[src/rtl/traffic_pkg.sv]
// Shared types for the traffic light monitor: lamp phases, error codes,
// FSM states and the legal phase-order helper.
package traffic_pkg;

    typedef enum logic [1:0] {
        PH_RED        = 2'd0,
        PH_RED_ORANGE = 2'd1,
        PH_GREEN      = 2'd2,
        PH_ORANGE     = 2'd3
    } phase_t;

    typedef enum logic [2:0] {
        ERR_NONE        = 3'd0,
        ERR_ILLEGAL_ENC = 3'd1,
        ERR_BAD_ORDER   = 3'd2,
        ERR_DWELL_SHORT = 3'd3,
        ERR_DWELL_LONG  = 3'd4
    } err_code_t;

    typedef enum logic {
        ST_UNSYNC = 1'b0,
        ST_TRACK  = 1'b1
    } mon_state_t;

    // The only legal successor of each phase: RED -> RO -> GREEN -> ORANGE -> RED.
    function automatic phase_t next_phase(input phase_t p);
        case (p)
            PH_RED:        next_phase = PH_RED_ORANGE;
            PH_RED_ORANGE: next_phase = PH_GREEN;
            PH_GREEN:      next_phase = PH_ORANGE;
            default:       next_phase = PH_RED;
        endcase
    endfunction

endpackage

[src/rtl/traffic_phase_decode.sv]
// Combinational lamp decoder: maps {red,orange,green} onto a phase and
// flags whether the lamp combination is one of the four legal encodings.
module traffic_phase_decode
    import traffic_pkg::*;
(
    input  logic   red,
    input  logic   orange,
    input  logic   green,
    output phase_t phase,
    output logic   legal
);

    // Table lookup; illegal combinations report RED so phase is never X.
    always_comb begin
        phase = PH_RED;
        legal = 1'b0;
        case ({red, orange, green})
            3'b100: begin phase = PH_RED;        legal = 1'b1; end
            3'b110: begin phase = PH_RED_ORANGE; legal = 1'b1; end
            3'b001: begin phase = PH_GREEN;      legal = 1'b1; end
            3'b010: begin phase = PH_ORANGE;     legal = 1'b1; end
            default: begin phase = PH_RED;       legal = 1'b0; end
        endcase
    end

endmodule

[src/rtl/traffic_light_monitor.sv]
// Traffic light monitor: synchronises to the lamp sequence on the first RED,
// then checks phase order and per-phase dwell times, latching the first
// error and counting complete legal light cycles.
module traffic_light_monitor
    import traffic_pkg::*;
#(
    parameter int RED_DELAY        = 4,
    parameter int RED_ORANGE_DELAY = 1,
    parameter int GREEN_DELAY      = 6,
    parameter int ORANGE_DELAY     = 1,
    parameter int COUNTER_WIDTH    = 3
) (
    input  logic       clk,
    input  logic       rstn,
    input  logic       red,
    input  logic       orange,
    input  logic       green,
    output logic [1:0] phase,
    output logic       phase_valid,
    output logic       err,
    output logic [2:0] err_code,
    output logic       cycle_done,
    output logic [7:0] cycle_count
);

    localparam logic [COUNTER_WIDTH-1:0] DWELL_MAX = {COUNTER_WIDTH{1'b1}};
    localparam logic [COUNTER_WIDTH-1:0] DWELL_ONE = COUNTER_WIDTH'(1);

    mon_state_t                state_reg;
    phase_t                    phase_reg;
    logic                      phase_valid_reg;
    logic                      err_reg;
    err_code_t                 err_code_reg;
    logic                      cycle_done_reg;
    logic [7:0]                cycle_count_reg;
    logic [COUNTER_WIDTH-1:0]  dwell_cnt_reg;
    // Set once RED has been entered from a checked ORANGE; until then the
    // RED dwell after sync is unchecked and the cycle does not count.
    logic                      cycle_ok_reg;

    phase_t                    in_phase;
    logic                      in_legal;
    logic [COUNTER_WIDTH-1:0]  cur_delay;
    logic                      dwell_checked;
    logic                      is_same;
    logic                      is_succ;
    err_code_t                 err_detect;

    traffic_phase_decode u_decode (
        .red    (red),
        .orange (orange),
        .green  (green),
        .phase  (in_phase),
        .legal  (in_legal)
    );

    // Required dwell for each phase.
    function automatic logic [COUNTER_WIDTH-1:0] delay_of(input phase_t p);
        case (p)
            PH_RED:        delay_of = COUNTER_WIDTH'(RED_DELAY);
            PH_RED_ORANGE: delay_of = COUNTER_WIDTH'(RED_ORANGE_DELAY);
            PH_GREEN:      delay_of = COUNTER_WIDTH'(GREEN_DELAY);
            default:       delay_of = COUNTER_WIDTH'(ORANGE_DELAY);
        endcase
    endfunction

    // Classify the sampled lamps against the tracked phase; illegal encodings win.
    always_comb begin
        cur_delay     = delay_of(phase_reg);
        dwell_checked = cycle_ok_reg || (phase_reg != PH_RED);
        is_same       = in_legal && (in_phase == phase_reg);
        is_succ       = in_legal && (in_phase == next_phase(phase_reg));
        err_detect    = ERR_NONE;
        if (!in_legal) begin
            err_detect = ERR_ILLEGAL_ENC;
        end else if (is_same) begin
            if (dwell_checked && (dwell_cnt_reg >= cur_delay))
                err_detect = ERR_DWELL_LONG;
        end else if (is_succ) begin
            if (dwell_checked && (dwell_cnt_reg != cur_delay))
                err_detect = ERR_DWELL_SHORT;
        end else begin
            err_detect = ERR_BAD_ORDER;
        end
    end

    // Monitor FSM with dwell counter, sticky error capture and cycle counting.
    always_ff @(posedge clk or negedge rstn) begin
        if (!rstn) begin
            state_reg       <= ST_UNSYNC;
            phase_reg       <= PH_RED;
            phase_valid_reg <= 1'b0;
            err_reg         <= 1'b0;
            err_code_reg    <= ERR_NONE;
            cycle_done_reg  <= 1'b0;
            cycle_count_reg <= 8'd0;
            dwell_cnt_reg   <= '0;
            cycle_ok_reg    <= 1'b0;
        end else begin
            cycle_done_reg <= 1'b0;
            case (state_reg)
                ST_UNSYNC: begin
                    // Wait for the first RED; anything else, illegal or not, is ignored.
                    if (in_legal && (in_phase == PH_RED)) begin
                        state_reg       <= ST_TRACK;
                        phase_reg       <= PH_RED;
                        phase_valid_reg <= 1'b1;
                        dwell_cnt_reg   <= DWELL_ONE;
                        cycle_ok_reg    <= 1'b0;
                    end
                end
                default: begin
                    if (err_detect != ERR_NONE) begin
                        err_reg <= 1'b1;
                        if (!err_reg)
                            err_code_reg <= err_detect;
                        state_reg       <= ST_UNSYNC;
                        phase_valid_reg <= 1'b0;
                        dwell_cnt_reg   <= '0;
                        cycle_ok_reg    <= 1'b0;
                    end else if (is_same) begin
                        // Saturate only matters for the unchecked RED after sync.
                        if (dwell_cnt_reg != DWELL_MAX)
                            dwell_cnt_reg <= dwell_cnt_reg + DWELL_ONE;
                    end else if (is_succ) begin
                        phase_reg     <= next_phase(phase_reg);
                        dwell_cnt_reg <= DWELL_ONE;
                        if (phase_reg == PH_ORANGE) begin
                            if (cycle_ok_reg) begin
                                cycle_done_reg  <= 1'b1;
                                cycle_count_reg <= cycle_count_reg + 8'd1;
                            end
                            cycle_ok_reg <= 1'b1;
                        end
                    end
                end
            endcase
        end
    end

    assign phase       = phase_reg;
    assign phase_valid = phase_valid_reg;
    assign err         = err_reg;
    assign err_code    = err_code_reg;
    assign cycle_done  = cycle_done_reg;
    assign cycle_count = cycle_count_reg;

endmodule

[config.mk]
export PLATFORM = sky130hd
export DESIGN_NAME = traffic_light_monitor
export DESIGN_NICKNAME = d
export VERILOG_FILES = /design/src/rtl/traffic_pkg.sv /design/src/rtl/traffic_phase_decode.sv /design/src/rtl/traffic_light_monitor.sv
export SDC_FILE = /design/constraint.sdc
export NUM_CORES = 1
export LEC_CHECK = 0
export ABC_AREA = 1
export ABC_CLOCK_PERIOD_IN_PS = 2090
export BUFFER_PORTS_ARGS = -buffer_cell sky130_fd_sc_hd__buf_2
export CAP_MARGIN = 15
export CORE_MARGIN = 2
export CORE_UTILIZATION = 53
export CTS_BUF_LIST = sky130_fd_sc_hd__clkbuf_4 sky130_fd_sc_hd__clkbuf_8
export CTS_CLUSTER_SIZE = 20
export DETAILED_ROUTE_END_ITERATION = 6
export PLACE_DENSITY = 0.87
export REMOVE_ABC_BUFFERS = 1
export SYNTH_ARGS = -nofsm -noshare
export SYNTH_HDL_FRONTEND = slang
export SYNTH_SLANG_ARGS = --single-unit
[constraint.sdc]
create_clock -name clk -period 2.09 [get_ports clk]
set_input_delay 0.209 -clock clk [delete_from_list [all_inputs] [get_ports clk]]
set_output_delay 0.209 -clock clk [all_outputs]
set_load 0.005 [all_outputs]
### Word-level counts from Yosys, hierarchy flattened

Index checks and enable logic that the tools add are counted.

| operators by class | value |
|---|---|
| $add $sub $neg | 2 |
| magnitude comparators | 1 |
| equal/unequal tests | 20 |
| multiplexer cells | 38 |
| bitwise operators | 3 |
| reduce and logical (&&, ||, !) cells | 19 |

Operator list:

| operator | number |
|---|---|
| two-way mux 3 bit | 10 |
| two-way mux 1 bit | 19 |
| two-way mux 2 bit | 6 |
| one-hot mux 2 bit (3 select lines) | 2 |
| adder 8 x 1 -> 8 bit (second input constant) | 1 |
| AND reduction 4 bit | 2 |
| equality test 3 bit (second input constant) | 2 |
| != test 3 x 1 -> 1 bit (second input constant) | 2 |
| one-hot mux 3 bit (2 select lines) | 1 |
| AND reduction 3 bit | 2 |
| AND reduction 6 bit | 1 |
| logical AND 1 bit | 5 |
| equality test 2 bit | 2 |
| equality test 2 bit (second input constant) | 2 |
| zero test 2 bit | 2 |
| != test 2 x 1 -> 1 bit (second input constant) | 2 |
| != test 2 bit (second input constant) | 2 |
| != test 4 x 1 -> 1 bit (second input constant) | 1 |
| != test 4 x 2 -> 1 bit (second input constant) | 1 |
| AND reduction 2 bit | 2 |
| nonzero test 2 bit | 2 |
| OR reduction 4 bit | 1 |
| adder 3 x 1 -> 3 bit (second input constant) | 1 |
| equality test 3 x 1 -> 1 bit (second input constant) | 1 |
| other kinds (9) | 11 |

| word-level totals | value |
|---|---|
| register bits | 21 |
| bits of input ports | 5 |
| output and inout bits | 16 |
| word-level logic and storage cells | 92 |

### Longest topological paths before layout

Gate-level depths: netlist (run 1).

| depth | value |
|---|---|
| word-level depth | 11 |
| depth in mapped cells | 13 |
| mapped depth without buffers | 13 |

### Cells and area by module

A second synthesis (run 1) with hierarchy kept.

| unflattened totals | value |
|---|---|
| cells, all modules | 173 |
| area total of the unflattened synthesis | 1335.0 sq um |

By module, submodules not included:

| module | instances | cells each | area an instance (sq um) | seq. area each (sq um) |
|---|---|---|---|---|
| traffic_light_monitor | 1 | 164 | 1295.0 | 525.5 |
| traffic_phase_decode | 1 | 9 | 40.0 | 0.0 |

### Least setup slack after synthesis (run 1)

Ideal clock, no wire load.

| timing path | value |
|---|---|
| path type | register -> register |
| start point | register phase_reg[1], in the netlist phase[1] |
| end point | register err_code_reg[2], in the netlist err_code[2] |
| setup time | 0.126 ns |
| data arrival time | 1.984 ns |
| required time | 1.964 ns |
| setup slack | -0.021 ns |
| cell stages (with the launch flop) | 13 |
| buffers on the path | 0 |
| clock period less this slack | 2.111 ns |
| path through | dfrtp_1 > inv_1 > ha_1 > nor2_1 > ha_1 > a21oi_1 > o211ai_1 > nand2_1 > inv_1 > nand2_2 > nand2_1 > nand2_1 > o21ai_0 |

| on the way | value |
|---|---|
| word-level cells in the longest chain between the ends | 10 |
| elaborated cells between the ends (all ways) | 22 |
| classes of those cells | 1 x order compare; 5 x eq/ne; 7 x mux; 9 x reduce/logical |

Ends and longest elaborated chain:

| what | line | RTL |
|---|---|---|
| from (decl) | traffic_light_monitor.sv:30 | `phase_t phase_reg;` |
| from (signal assigned) | traffic_light_monitor.sv:126 | `phase_reg <= next_phase(phase_reg);` |
| branches (longest 6 deep; another with greater-or-equal comparator 3 bit) | -- |  |
| two-way mux 3 bit (*) | traffic_light_monitor.sv:76 | `end else if (is_same) begin` |
| two-way mux 3 bit (*) | traffic_light_monitor.sv:74 | `if (!in_legal) begin` |
| nonzero test 3 bit | traffic_light_monitor.sv:113 | `if (err_detect != ERR_NONE) begin` |
| AND reduction 3 bit (no line) | -- |  |
| to (signal assigned) | traffic_light_monitor.sv:116 | `err_code_reg <= err_detect;` |
| to (decl) | traffic_light_monitor.sv:33 | `err_code_t err_code_reg;` |

Mark *: on every way between the ends.
A chain may end at the register's enable or synchronous reset.

### Final worst setup path (run 1)

| timing path | value |
|---|---|
| start point | register phase_reg[1], in the netlist phase[1] |
| end point | register cycle_count_reg[3], in the netlist cycle_count[3] |

| on the way | value |
|---|---|
| word-level cells in the longest chain between the ends | 11 |
| elaborated cells between the ends (all ways) | 25 |
| classes of those cells | 1 x order compare; 6 x eq/ne; 7 x mux; 2 x bitwise; 9 x reduce/logical |

Ends and longest elaborated chain:

| what | line | RTL |
|---|---|---|
| branches (longest 10 deep; another with greater-or-equal comparator 3 bit) | -- |  |
| AND reduction 6 bit (no line) (*) | -- |  |
| to (signal assigned) | traffic_light_monitor.sv:131 | `cycle_count_reg <= cycle_count_reg + 8'd1;` |
| to (decl) | traffic_light_monitor.sv:35 | `logic [7:0] cycle_count_reg;` |

Marked as above.

==> impl_metrics.json, run 1 <==
{
  "numPortBuffers": 20,
  "clockBufferDepth": 2,
  "setup_viol_count_final": 0,
  "diodes": 0,
  "min_path_cells": 4,
  "critPathTopFamily": "simple AND/OR/NAND/NOR gates",
  "period_minus_slack_ns": 2.03,
  "synth-xor-area-share": 0.0295,
  "seqPwrFrac": 0.428,
  "timing.fmax_mhz": 493,
  "synth_cell_types": 26,
  "place_inst": 253,
  "grt_pass1_wl_um": 5340,
  "globalRoute.totalOverflow": 0,
  "drtPass1Iterations": 4,
  "synth_area_leaders": "dfrtp_1 36%, nand2_1 20%, ha_1 7.8%, inv_1 6.5%, nand3_1 5.2%",
  "drv_cap": 0,
  "htreeDepth": 1,
  "synth_cells": 200,
  "synth_top_family_by_area": "simple AND/OR/NAND/NOR gates",
  "critPathBufInv": 3,
  "drive_gt1_frac": 0.310,
  "synth_adder_area_share": 0.0781,
  "tightest_slew_ns": 0.465,
  "antenna_found_initial": 0,
  "n_fill_cell": 192,
  "synth-simple-area-share": 0.408,
  "cp_slowest_cell": "dfrtp_1",
  "rsz0062_at_grt": "true",
  "grt_util_all_layers": 0.208,
  "die_h_um": 56.2,
  "reg2reg_slack_ns": 0.06,
  "yosys_warnings": 0,
  "core_area_um2": 2520,
  "drtIter0Drc": 52,
  "arrival_ns": 2.23,
  "row_count": 18,
  "start_util": 0.571,
  "ys_ff_latch": 21,
  "vias": 1359,
  "dp_hpwl_um": 2330,
  "avgSynthCellArea_um2": 7.21,
  "crit_path_max_incr_delay_ns": 0.42,
  "outcome": "completed",
  "grt_start_max_net_pins": 22,
  "switching_power_mw": 0.371,
  "p_sw_frac": 0.353,
  "crit_required_ns": 2.29,
  "clock_latency_ns": 0.30,
  "crit_chain": "buf_4 > ha_4 > nor2_4 > buf_6 > xnor2_2 > nand2_2 > nor2_4 > nand3_4 > nor2_4 > buf_12 > nand2_1 > nand2_1 > nand2_1",
  "gp_congestion": 0.981,
  "relSlewSlack": 0.690,
  "die-width_um": 56.2,
  "critPathCaptureType": "flip-flop",
  "cts_buffers": 3,
  "largest_reg_flops": 8,
  "reg2reg_from": "phase[1]$_DFFE_PN0P_",
  "finalNetCount": 247,
  "hold_slack_ns": 0.269,
  "cts_tree": "built",
  "avgViaCountPerCell": 5.19,
  "r2r_end": "cycle_count[3]$_DFFE_PN0P_",
  "p_per_area_nw_per_um2": 577,
  "p_int_mw": 0.678,
  "drt.antenna.violating_nets": 0,
  "clk_transition_reported_paths_ns": 0.11,
  "synth-compound-area-share": 0.0417,
  "root_buffer": "clkbuf_4",
  "p_clk_frac": 0.194,
  "clock-sinks": 21,
  "io-pin-count": 21,
  "layout-area-overhead-vs-synth_pct": 26.0,
  "comb_power_share": 0.378,
  "start_kind": "flip-flop",
  "hp-class": "in2reg",
  "netlist.area_leader.share": 0.365,
  "post_drt_wl_per_cell_um": 12.2,
  "reg2reg_depth": 13,
  "p_leak_nw": 0.927,
  "min-delay-start": "red",
  "grt_pass1_vias": 1284,
  "synth.largest_area_cell": "dfrtp_1",
  "hold_viol": 0,
  "synthMuxAreaShare": 0,
  "syn_area_um2": 1440,
  "drv_slew": 0,
  "yosysSeqAreaShare": 0.365,
  "max-vdd-ir-drop_mv": 0.526,
  "routed_wl_um": 3200,
  "cp_max_fo": 12,
  "period_share": 0.970,
  "instances_no_fill": 262,
  "crit_type": "reg2reg",
  "dieArea_um2": 3150,
  "min_to": "cycle_ok_reg$_DFFE_PN0P_",
  "drc_errors": 0,
  "finalClockSkew_ns": 0.00166
}
-- cell usage after synthesis --
| cell | instances |
|---|---|
| nand3_4 | 1 |
| a21oi_1 | 2 |
| nand3_2 | 2 |
| nand3_1 | 15 |
| buf_1 | 1 |
| xor2_2 | 1 |
| o21ai_1 | 2 |
| nor3_1 | 2 |
| nand2_2 | 8 |
| nand3b_1 | 1 |
| o21ai_0 | 5 |
| nand2_1 | 76 |
| o211ai_1 | 1 |
| xnor2_1 | 2 |
| buf_6 | 1 |
| nor2_2 | 2 |
| xor2_1 | 1 |
| inv_2 | 1 |
| dfrtp_1 | 21 |
| a21boi_0 | 1 |
| nor4_1 | 2 |
| nor2_1 | 12 |
| inv_1 | 25 |
| nor2_4 | 3 |
| nand4_1 | 3 |
| ha_1 | 9 |
-- area by class of cell --
type | count | area, um^2 | share of cell area
sequential | 21 | 526 | 0.289
timing repair buffer | 30 | 198 | 0.109
clock buffer | 4 | 30.0 | 0.0165
multi-input combinational | 151 | 926 | 0.510
inverter | 26 | 100 | 0.0551
tap | 30 | 37.5 | 0.0207
-- cell usage in the layout (no fill, tap or decap), drive strengths merged, types with 3 or more instances in the layout --
master	Yosys	final
nand3	18	18
clkbuf	0	4
ha	9	9
inv	26	26
dfrtp	21	21
nand4	3	3
o21ai	7	7
nand2	84	84
buf	2	29
nor2	17	17
-- worst max path at each step --
stage,start,endpoint,slack [ns],cells past startpoint
global route,phase[1]$_DFFE_PN0P_,err_code[2]$_DFFE_PN0P_,-0.06,13
detailed placement,phase[1]$_DFFE_PN0P_,err_code[2]$_DFFE_PN0P_,-0.05,12
floorplan,phase[1]$_DFFE_PN0P_,err_code[2]$_DFFE_PN0P_,-0.02,12
CTS,phase[0]$_DFFE_PN0P_,cycle_count[2]$_DFFE_PN0P_,0.02,12
global placement,phase[0]$_DFFE_PN0P_,err_code[2]$_DFFE_PN0P_,0.04,12
finish,phase[1]$_DFFE_PN0P_,cycle_count[3]$_DFFE_PN0P_,0.06,13
-- cell families (layout without fill, tap and decap cells) --
group,Yosys count,count (layout)
adder cells (fa/ha/maj),9,9
buffers and inverters,28,60
AO/OA/AOI/OAI,11,11
AND/OR/NAND/NOR,127,127
flip-flops,21,21
XOR/XNOR,4,4
-- tightest hold or removal path: stages --
cell	delay, ns
buf_2	0.11
a21oi_1	0.09
nand2_1	0.06
a21boi_1	0.06
-- layer usage --
metal / vias up / wire length, um / share of wire / track usage
met5: - / 0 / 0 / 0
met4: 0 / 23 / 0.0072 / 0.0544
met3: 4 / 145 / 0.045 / 0.0442
met2: 40 / 1560 / 0.49 / 0.353
met1: 622 / 1470 / 0.46 / 0.267
li1: 693 / - / - / -
-- power by group through the flow --
stage | combinational, mW | sequential [mW] | clock [mW]
after CTS | 0.300 | 0.447 | 0.211
after floorplan | 0.199 | 0.454 | 0
after global placement | 0.287 | 0.455 | 0
final | 0.397 | 0.449 | 0.204
after global routing | 0.437 | 0.452 | 0.228
after detailed placement | 0.292 | 0.455 | 0
-- timing repair --
item                                    in CTS  in global routing
buffers inserted                             0                  4
hold buffers                                 1                  0
gates resized for setup                      3                 29
endpoints found under the hold margin       21                  0
endpoints found under the setup margin       6                 20
pin swaps                                    0                 11
-- through the flow --
stage               worst slack (ns)  area (um^2)  TNS (ns)  utilization  power (mW)
global route                 -0.0632         1820    -0.479        0.720        1.12
finish                        0.0620         1820         0        0.720        1.05
detailed placement           -0.0486         1600   -0.0679        0.635       0.748
CTS                           0.0187         1650         0        0.654       0.958
global placement              0.0413         1600         0        0.635       0.741
floorplan                    -0.0208         1430   -0.0280            -       0.653
No activity file was read; power rests on OpenSTA's default activity.
==> run 2, diff against run 1 <==
ABC_AREA = not set   (was 1)
==> impl_metrics.json, run 2 <==
{
  "timing.fmax_mhz": 468,
  "switching_power_mw": 0.727,
  "finalClockSkew_ns": 0.0124,
  "cts_buffers": 3,
  "period_minus_slack_ns": 2.14,
  "clock_latency_ns": 0.32,
  "crit_type": "reg2reg",
  "synth_commonest_cells": "21 x dfrtp_1, 10 x nand2_1, 10 x nor2_1",
  "seqPwrFrac": 0.293,
  "critPathTopFamily": "compound AO/OA/AOI/OAI gates",
  "diodes": 0,
  "p_total_mw": 1.80,
  "avgViaCountPerCell": 6.11,
  "p_leak_nw": 0.865,
  "syn_area_um2": 1360,
  "dieArea_um2": 2990,
  "r2r_end": "cycle_count[1]$_DFFE_PN0P_",
  "routed_wl_um": 3660,
  "finalNetCount": 195,
  "max-vdd-ir-drop_mv": 0.675,
  "start_util": 0.556,
  "pre_cts_slack_ns": -0.230,
  "p_clk_frac": 0.113,
  "synth_cell_types": 46,
  "start_kind": "flip-flop",
  "tightest_slew_ns": 0.486,
  "synth_cells": 140,
  "final_common_cell": "dfrtp_1",
  "clk_transition_reported_paths_ns": 0.13,
  "yosys_warnings": 0,
  "dp_hpwl_um": 2540,
  "io-pin-count": 21,
  "relSlewSlack": 0.676,
  "drive_gt1_frac": 0.461,
  "critPathBufInv": 1,
  "antenna_found_initial": 0,
  "cp_max_fo": 5,
  "post_drt_wl_per_cell_um": 17.4,
  "avgSynthCellArea_um2": 9.74,
  "yosysMostFrequentCell": "dfrtp_1",
  "vias": 1284,
  "drv_slew": 0,
  "synth.largest_area_cell": "dfrtp_1",
  "drtIter0Drc": 24,
  "ys_ff_latch": 21,
  "critPathCaptureType": "flip-flop",
  "rsz0062_at_grt": "true",
  "drv_cap": 0,
  "gp_congestion": 0.895,
  "n_fill_cell": 165,
  "globalRoute.totalOverflow": 0,
  "p_per_area_nw_per_um2": 963,
  "numPortBuffers": 20,
  "synth_edf_count": 0,
  "die_h_um": 54.7,
  "crit_path_max_incr_delay_ns": 0.39,
  "grt_util_all_layers": 0.278,
  "reg2reg_slack_ns": -0.05,
  "hold_viol": 0,
  "netlist.area_leader.share": 0.385,
  "reg2reg_from": "phase[0]$_DFFE_PN0P_",
  "htreeDepth": 1,
  "root_buffer": "clkbuf_4",
  "seqCellArea_um2": 526,
  "fin_ws_ns": -0.0468,
  "async_reset_ff_frac": 1.00,
  "cts_tree": "built",
  "violations": "negative setup slack",
  "core_area_um2": 2450,
  "p_sw_frac": 0.404,
  "grt_pass1_vias": 1295,
  "multi_input_area_um2": 986,
  "yosysSeqAreaShare": 0.385,
  "setup_viol_count_final": 4,
  "row_count": 18,
  "p_int_mw": 1.07,
  "drt.antenna.violating_nets": 0,
  "comb_power_share": 0.594,
  "ys.flop_type": "dfrtp_1",
  "reg2reg_depth": 7,
  "hp-class": "in2async",
  "largest_reg_flops": 8,
  "outcome": "complete, but fails checks",
  "hold_slack_ns": 0.360,
  "arrival_ns": 2.34,
  "clock-sinks": 21,
  "drtPass1Iterations": 4,
  "cp_slowest_cell": "dfrtp_1",
  "final_cell_mix": "21 x dfrtp_1, 20 x buf_2, 19 x buf_4",
  "grt_start_max_net_pins": 22,
  "crit_chain": "inv_2 > ha_4 > or3_4 > a2111oi_4 > o21a_4 > nand4_4 > mux2_4",
  "layout-area-overhead-vs-synth_pct": 37.2,
  "grt_pass1_wl_um": 5840,
  "crit_required_ns": 2.29,
  "clockBufferDepth": 2,
  "die-width_um": 54.7,
  "synth_area_leaders": "dfrtp_1 39%, ha_1 8.3%, xor2_1 4.5%, nand3_1 3.3%, nor3_1 2.9%",
  "drc_errors": 0,
  "period_share": 1.02
}
[run 2: layout make-up]
type,count,area share
multi-input combinational,106,0.527
clock inverter,1,0.00268
clock buffer,3,0.0120
tap,30,0.0201
inverter,8,0.0161
timing repair buffer,41,0.141
sequential,21,0.281
[run 2: power groups by stage]
stage | clock network [mW] | registers (mW) | logic (mW)
floorplan | 0 | 0.557 | 0.409
global placement | 0 | 0.528 | 0.718
CTS | 0.199 | 0.529 | 1.01
detailed placement | 0 | 0.533 | 0.756
global route | 0.219 | 0.540 | 1.15
finish | 0.203 | 0.528 | 1.07
[run 2: repair_timing]
item	4_1_cts	5_1_grt
endpoints found under the hold margin	21	0
buffers inserted	7	0
setup endpoints to repair	21	18
gates resized for setup	29	11
pin swaps	17	7
hold buffers	1	0
cloned	1	0
[run 2: stage by stage]
| stage | area (um^2) | utilization | TNS, ns | std cells |
|---|---|---|---|---|
| after global placement | 1580 | 0.645 | -1.02 | 199 |
| final | 1870 | 0.762 | -0.110 | 210 |
| after detailed placement | 1580 | 0.645 | -2.84 | 199 |
| after floorplan | 1330 | - | -1.37 | 134 |
| after CTS | 1820 | 0.742 | -0.0315 | 210 |
| after global routing | 1870 | 0.762 | -0.986 | 210 |
[run 2: logic make-up (layout without fill, tap and decap cells)]
kind of cell | after synthesis | after routing | synth area share
simple gates | 52 | 52 | 0.208
fa+ha+maj | 9 | 9 | 0.0826
xor+xnor | 10 | 10 | 0.0642
mux | 2 | 2 | 0.0183
buf+inv | 14 | 53 | 0.0449
flops | 21 | 21 | 0.385
compound gates | 32 | 33 | 0.196
[run 2: layer usage]
| metal | track usage | share of wire | wire, um |
|---|---|---|---|
| met1 | 0.330 | 0.42 | 1540 |
| met2 | 0.506 | 0.51 | 1880 |
| met3 | 0.0273 | 0.037 | 136 |
| met4 | 0.113 | 0.028 | 104 |
| met5 | 0 | 0 | 0 |
[run 2: worst max-delay path by stage]
stage | from | endpoint | cells after the start | slack, ns
after floorplan | phase[0]$_DFFE_PN0P_ | cycle_count[1]$_DFFE_PN0P_ | 7 | -0.23
after global routing | phase[0]$_DFFE_PN0P_ | cycle_count[1]$_DFFE_PN0P_ | 7 | -0.12
final | phase[0]$_DFFE_PN0P_ | cycle_count[1]$_DFFE_PN0P_ | 7 | -0.05
after detailed placement | phase[0]$_DFFE_PN0P_ | dwell_cnt_reg[2]$_DFFE_PN0P_ | 9 | -0.23
after global placement | phase[0]$_DFFE_PN0P_ | dwell_cnt_reg[1]$_DFFE_PN0P_ | 9 | -0.11
after CTS | phase[0]$_DFFE_PN0P_ | cycle_count[1]$_DFFE_PN0P_ | 7 | -0.03
